**config.mk**
```make
export PLATFORM = sky130hd
export DESIGN_NAME = lcd_pixel_fifo
export DESIGN_NICKNAME = d
export VERILOG_FILES = /design/src/rtl/lcd_fifo_pkg.sv /design/src/rtl/lcd_fifo_ram.sv /design/src/rtl/lcd_pixel_fifo.sv
export SDC_FILE = /design/constraint.sdc
export NUM_CORES = 1
export LEC_CHECK = 0
export ABC_AREA = 1
export BUFFER_PORTS_ARGS = -buffer_cell sky130_fd_sc_hd__buf_4
export CORE_MARGIN = 5
export CORE_UTILIZATION = 25
export CTS_CLUSTER_SIZE = 12
export DETAILED_ROUTE_END_ITERATION = 6
export SYNTH_ARGS = -nofsm -noshare
export SYNTH_HDL_FRONTEND = slang
export SYNTH_SLANG_ARGS = --single-unit
```
**constraint.sdc**
```tcl
create_clock -name HCLK -period 4.95 [get_ports HCLK]
set_input_delay 0.2475 -clock HCLK [delete_from_list [all_inputs] [get_ports HCLK]]
set_output_delay 0.2475 -clock HCLK [all_outputs]
set_load 0.01 [all_outputs]
```
**src/rtl/lcd_fifo_pkg.sv**
```systemverilog
// lcd_fifo_pkg: shared defaults and types for the LCD pixel FIFO.
//   LCD_FIFO_W  - default pixel word width
//   LCD_FIFO_D  - default entry count
//   LCD_FIFO_WM - default watermark threshold (register-block reset value)
package lcd_fifo_pkg;

  localparam int LCD_FIFO_W  = 32;
  localparam int LCD_FIFO_D  = 32;
  localparam int LCD_FIFO_WM = 28;

  typedef logic [LCD_FIFO_W-1:0] pixel_word_t;

endpackage

```
**src/rtl/lcd_fifo_ram.sv**
```systemverilog
// lcd_fifo_ram: DEPTH x DATA_W storage, one synchronous write port and one
// synchronous read port whose output register is the FIFO's data_out.
//   clk_i     - clock
//   rst_i     - synchronous active-high reset (clears the read register only)
//   wr_en_i   - write strobe
//   wr_addr_i - write address
//   wr_data_i - write data
//   rd_en_i   - read strobe; read register holds when low
//   rd_addr_i - read address
//   rd_data_o - registered read data
module lcd_fifo_ram #(
  parameter int DATA_W = 32,
  parameter int DEPTH  = 32,
  parameter int AW     = $clog2(DEPTH)
) (
  input  logic              clk_i,
  input  logic              rst_i,
  input  logic              wr_en_i,
  input  logic [AW-1:0]     wr_addr_i,
  input  logic [DATA_W-1:0] wr_data_i,
  input  logic              rd_en_i,
  input  logic [AW-1:0]     rd_addr_i,
  output logic [DATA_W-1:0] rd_data_o
);

  logic [DATA_W-1:0] mem_q [DEPTH];
  logic [DATA_W-1:0] rd_data_q;

  // NOTE: the array has no reset; occupancy is tracked by the pointers, so
  // stale contents are never observable and the array can map onto RAM.
  always_ff @(posedge clk_i) begin
    if (wr_en_i) mem_q[wr_addr_i] <= wr_data_i;
  end

  // A read and write to the same slot (full FIFO, simultaneous access)
  // returns the old word: the oldest entry leaves as the new one lands.
  always_ff @(posedge clk_i) begin
    if (rst_i)        rd_data_q <= '0;
    else if (rd_en_i) rd_data_q <= mem_q[rd_addr_i];
  end

  assign rd_data_o = rd_data_q;

endmodule

```
**src/rtl/lcd_pixel_fifo.sv**
```systemverilog
// lcd_pixel_fifo: single-clock pixel FIFO between the AHB DMA fetch path and
// the LCD serialiser, flushed by v_sync at every frame boundary.
//   HCLK, HRESET    - clock, synchronous active-high reset
//   v_sync          - frame flush (drops contents, overrides wr/rd)
//   wr_en, data_in  - write request and data
//   rd_en, stopin   - read request and read stall
//   wm_level        - watermark threshold (values above DEPTH act as DEPTH)
//   clr_err         - clears sticky overflow/underflow
//   data_out        - registered read data, valid with data_valid pulse
//   fifo_empty/full/watermark, level - occupancy status
//   overflow, underflow - sticky error flags
module lcd_pixel_fifo
  import lcd_fifo_pkg::*;
#(
  parameter int DATA_W   = LCD_FIFO_W,
  parameter int DEPTH    = LCD_FIFO_D,
  parameter int AW       = $clog2(DEPTH),
  parameter int WM_RESET = LCD_FIFO_WM
) (
  input  logic              HCLK,
  input  logic              HRESET,
  input  logic              v_sync,
  input  logic              wr_en,
  input  logic [DATA_W-1:0] data_in,
  input  logic              rd_en,
  input  logic              stopin,
  input  logic [AW:0]       wm_level,
  input  logic              clr_err,
  output logic [DATA_W-1:0] data_out,
  output logic              data_valid,
  output logic              fifo_empty,
  output logic              fifo_full,
  output logic              fifo_watermark,
  output logic [AW:0]       level,
  output logic              overflow,
  output logic              underflow
);

  if (DEPTH < 4 || (DEPTH & (DEPTH - 1)) != 0 || AW != $clog2(DEPTH) ||
      WM_RESET > DEPTH) begin : g_bad_param
    $error("lcd_pixel_fifo: illegal DEPTH/AW/WM_RESET");
  end

  localparam logic [AW:0] DEPTH_L = (AW+1)'(DEPTH);

  logic [AW-1:0] wr_ptr_q, wr_ptr_d;
  logic [AW-1:0] rd_ptr_q, rd_ptr_d;
  logic [AW:0]   level_q, level_d;
  logic          data_valid_q, data_valid_d;
  logic          overflow_q, overflow_d;
  logic          underflow_q, underflow_d;
  logic          rd_acc, wr_acc, rd_go, wr_go;
  logic [AW:0]   wm_eff;

  assign fifo_empty = (level_q == '0);
  assign fifo_full  = (level_q == DEPTH_L);

  // A read at full frees a slot, so the write in the same cycle still fits.
  assign rd_acc = rd_en & ~stopin & ~fifo_empty;
  assign wr_acc = wr_en & (~fifo_full | rd_acc);

  // Flush wins over any transfer in the same cycle.
  assign rd_go = rd_acc & ~v_sync;
  assign wr_go = wr_acc & ~v_sync;

  assign wm_eff         = (wm_level > DEPTH_L) ? DEPTH_L : wm_level;
  assign fifo_watermark = (level_q >= wm_eff);

  // NOTE: every next-state variable gets a default before any branch so the
  // block stays purely combinational and no latch is inferred.
  always_comb begin
    wr_ptr_d     = wr_ptr_q;
    rd_ptr_d     = rd_ptr_q;
    level_d      = level_q;
    data_valid_d = rd_go;
    if (v_sync) begin
      wr_ptr_d = '0;
      rd_ptr_d = '0;
      level_d  = '0;
    end else begin
      if (wr_go) wr_ptr_d = wr_ptr_q + 1'b1;
      if (rd_go) rd_ptr_d = rd_ptr_q + 1'b1;
      level_d = level_q + (AW+1)'(wr_go) - (AW+1)'(rd_go);
    end
    // Set beats clear when both happen in one cycle.
    overflow_d  = (wr_en & fifo_full & ~rd_acc & ~v_sync) | (overflow_q & ~clr_err);
    underflow_d = (rd_en & ~stopin & fifo_empty & ~v_sync) | (underflow_q & ~clr_err);
  end

  always_ff @(posedge HCLK) begin
    if (HRESET) begin
      wr_ptr_q     <= '0;
      rd_ptr_q     <= '0;
      level_q      <= '0;
      data_valid_q <= 1'b0;
      overflow_q   <= 1'b0;
      underflow_q  <= 1'b0;
    end else begin
      wr_ptr_q     <= wr_ptr_d;
      rd_ptr_q     <= rd_ptr_d;
      level_q      <= level_d;
      data_valid_q <= data_valid_d;
      overflow_q   <= overflow_d;
      underflow_q  <= underflow_d;
    end
  end

  lcd_fifo_ram #(
    .DATA_W (DATA_W),
    .DEPTH  (DEPTH),
    .AW     (AW)
  ) u_ram (
    .clk_i     (HCLK),
    .rst_i     (HRESET),
    .wr_en_i   (wr_go),
    .wr_addr_i (wr_ptr_q),
    .wr_data_i (data_in),
    .rd_en_i   (rd_go),
    .rd_addr_i (rd_ptr_q),
    .rd_data_o (data_out)
  );

  assign data_valid = data_valid_q;
  assign level      = level_q;
  assign overflow   = overflow_q;
  assign underflow  = underflow_q;

endmodule

```
==> flow_metrics.py <==
metrics = {
    "status": {
        "status": "finished, final reports clean",
    },
    "worst_setup_path": {
        "cp-end-kind": "register",
        "crit_arrival_ns": 3.89,
        "r2r_start": "level[4]",
        "critPathRequiredTime_ns": 5.37,
        "max_stage_delay_ns": 0.99,
        "crit_end": "u_ram.mem_q[22][13]",
        "start_kind": "register",
        "cp.depth": 8,
        "r2r_cells": 8,
        "critical_path.reg2reg.endpoint": "u_ram.mem_q[22][13]",
        "slowest_stage": "nor2_4",
        "path_class": "register to register",
        "r2r_slack_ns": 1.48,
        "worst-path-buf-inv": 3,
        "crit_path_cell_trace": "inv_1 > ha_1 > nor2_1 > o21ai_2 > inv_1 > nand2_1 > nor2_4 > buf_4",
        "critPathLaunch": "level[4]",
        "worst-path-max-fanout": 19,
        "crit_top_cell": "inv_1",
        "crit_family": "simple AND/OR/NAND/NOR gates",
    },
    "timing": {
        "finalMaxSlewViolations": 0,
        "clock.fmax_ghz": 0.288,
        "period_share_pct": 70.1,
        "finalSetupViolations": 0,
        "timing.hold.ws_ns": 0.0334,
        "fin_crit_ns": 3.47,
        "finClkSkew_ns": 0.0296,
        "setup_tns_ns": 0,
        "tightest_slew_ns": 1.29,
        "grt_setup_unrepaired": "false",
        "hold_viol": 0,
        "relSlewSlack_pct": 14.1,
    },
    "clock_tree": {
        "cts-root-buf": "clkbuf_16",
        "post_cts_buffers": 0,
        "cts.sinks": 1075,
        "clk-insertion-delay-late_ns": 0.72,
        "cts_hold_buf": 37,
        "cts_buffers": 110,
        "cts_buffer_depth": 3,
        "cts.repair.resized": 0,
        "cts_tree": "done",
        "clkSlewWorstSetupHoldPaths_ns": 0.06,
        "h-tree-depth": 3,
    },
    "grt": {
        "grt-ovfl-total": 0,
        "antenna_found_initial": 10,
        "grt_start_max_net_pins": 185,
        "grt_usage_pct": 13.1,
        "grt_pass1_wl_um": 187000,
        "grt_pass1_vias": 28775,
    },
    "synth": {
        "syn_area_per_cell_sq_um": 10.7,
        "yosys-top-cells-area": "edfxtp_1 (68%), nand2_1 (12%), nand3_1 (6.9%)",
        "synth-adder-area-share_pct": 0.602,
        "syn_area_sq_um": 44900,
        "synth_top_area_share_pct": 68.4,
        "synth_top_family_by_area": "simple AND/OR/NAND/NOR gates",
        "yosysTopAreaCell": "edfxtp_1",
        "synth-simple-area-share_pct": 20.7,
        "synthMuxAreaShare_pct": 0,
        "synth-seq-cells": 1075,
        "syn-num-nets": 4277,
        "synth_compound_area_share_pct": 1.83,
        "ys_seq_area_share_pct": 70.7,
        "yosysUniqueCellTypes": 25,
        "yosysWarningCount": 0,
        "synthCells": 4211,
        "synth_xor_area_share_pct": 0.0195,
    },
    "die": {
        "die_h_um": 434,
        "ios": 89,
        "core_sq_um": 179000,
        "die_w_um": 434,
        "initial_core_util_pct": 25.2,
        "dieArea_sq_um": 188000,
        "rows": 155,
    },
    "routing": {
        "drtIter0Drc": 2719,
        "routedWlPerCell_um": 18.8,
        "wl_um": 126000,
        "drtAntennaViolNets": 0,
        "vias": 29786,
        "drt-pass1-iter-count": 6,
        "post-route-drc-count": 0,
        "viasPerCell": 4.43,
    },
    "place": {
        "dpl_cell_area_sq_um": 48300,
        "portBuffers": 88,
        "dp_hpwl_um": 72500,
        "place.gp.congestion": 0.808,
    },
    "finish": {
        "final_cell_area_sq_um": 52100,
        "fin_nets": 4349,
        "syn_to_final_growth_pct": 15.9,
        "fill_cells": 18159,
        "drive_above_1_share_pct": 7.52,
    },
    "pwr": {
        "internal_power_mw": 14.5,
        "power_density_nw_per_um2": 355,
        "switching_share_pct": 21.5,
        "p_seq_share_pct": 54.1,
        "p_switching_mw": 3.98,
        "power_frac_comb_pct": 3.6,
        "ir_drop_v": 0.000301,
        "clockPowerShare_pct": 42.4,
        "power.leakage_nw": 19.7,
    },
    "run": {
        "maxCapViolations": 0,
    },
    "hold_path": {
        "hold_path_class": "input port to register",
    },
}
flip-flops by register name (all words and copies together) (netlist names):
name             cells
rd_ptr_q             5
u_ram.rd_data_o     32
data_valid           1
underflow            1
wr_ptr_q             5
level                6
u_ram.mem_q       1024
overflow             1
cell families (layout without fill, tap and decap cells):
family | count (synthesis) | after routing
AND/OR/NAND/NOR | 2272 | 2272
flip-flops | 1075 | 1075
buffers and inverters | 681 | 830
AO/OA/AOI/OAI | 161 | 161
adder cells (fa/ha/maj) | 21 | 21
XOR/XNOR | 1 | 1
other | 0 | 3
layer usage:
layer	GRT usage [%]	vias up	wire length (um)
met1	17.1	14451	52900
met4	4.09	6	3690
li1	-	14098	-
met5	0	-	41
met2	22.5	1015	61700
met3	1.77	216	7920
placed cells by master, fill, tap and decap left out, drive strengths merged:
cell type and count:
a21boi 1, a21oi 114, a22oi 1, buf 146, bufinv 4, clkbuf 146, clkinv 36, clkinvlp 1
dfxtp 51, diode 3, dlygate4sd3 37, edfxtp 1024, fa 1, ha 20, inv 460, nand2 1409
nand3 616, nand4 4, nor2 239, nor3 4, o2111ai 1, o211ai 1, o21ai 43, xor2 1
area by class of cell:
type	instances	area [sq um]	share of cell area, %
diodes	3	7.51	0.0144
multi-input cells	2455	10600	20.5
well taps	2355	2950	5.66
inverters	458	1740	3.34
flip-flops and latches	1075	31800	61.0
repair buffers	183	1600	3.08
clock buffers	146	2940	5.64
clock inverters	43	400	0.769
power by group through the flow:
| stage | combinational (mW) | sequential, mW | clock [mW] |
|---|---|---|---|
| CTS | 0.668 | 10.0 | 7.99 |
| finish | 0.658 | 10.0 | 7.84 |
| detailed placement | 0.637 | 10.2 | 0 |
| global route | 0.721 | 10.0 | 8.36 |
| global placement | 0.630 | 10.2 | 0 |
| floorplan | 0.270 | 10.2 | 0 |
metrics by stage:
step	instances	util, %	power (mW)	worst slack, ns
2_1_floorplan	4211	-	10.5	1.30
3_3_place_gp	6489	27.1	10.8	1.64
3_5_place_dp	6489	27.1	10.8	1.56
4_1_cts	6715	29.1	18.7	1.51
5_1_grt	6715	29.1	19.1	1.33
6_report	6718	29.1	18.5	1.48
synthesized netlist by cell type:
master and count:
buf_6 4, o21ai_0 42, o21ai_2 1, buf_2 119
inv_2 3, o2111ai_1 1, inv_1 454, a21boi_0 1
o211ai_1 1, buf_4 1, nand3_1 616, edfxtp_1 1024
dfxtp_1 51, clkbuf_1 75, a22oi_1 1, clkinv_1 1
nand4_1 4, xor2_1 1, buf_1 24, a21oi_1 114
nor2_1 239, nor3_1 4, ha_1 20, fa_1 1
nand2_1 1409
worst min path at each step:
stage                                   from                   to  slack, ns  cells past startpoint
after floorplan                   data_in[0]    u_ram.mem_q[0][0]       0.35                      0
after global placement    u_ram.rd_data_o[8]   u_ram.rd_data_o[8]       0.46                      2
after detailed placement  u_ram.rd_data_o[8]   u_ram.rd_data_o[8]       0.46                      2
after CTS                        data_in[31]   u_ram.mem_q[7][31]      0.003                      1
after global routing             data_in[31]  u_ram.mem_q[13][31]       0.01                      1
final                            data_in[31]  u_ram.mem_q[13][31]       0.03                      1
No activity file was read; power rests on OpenSTA's default activity.
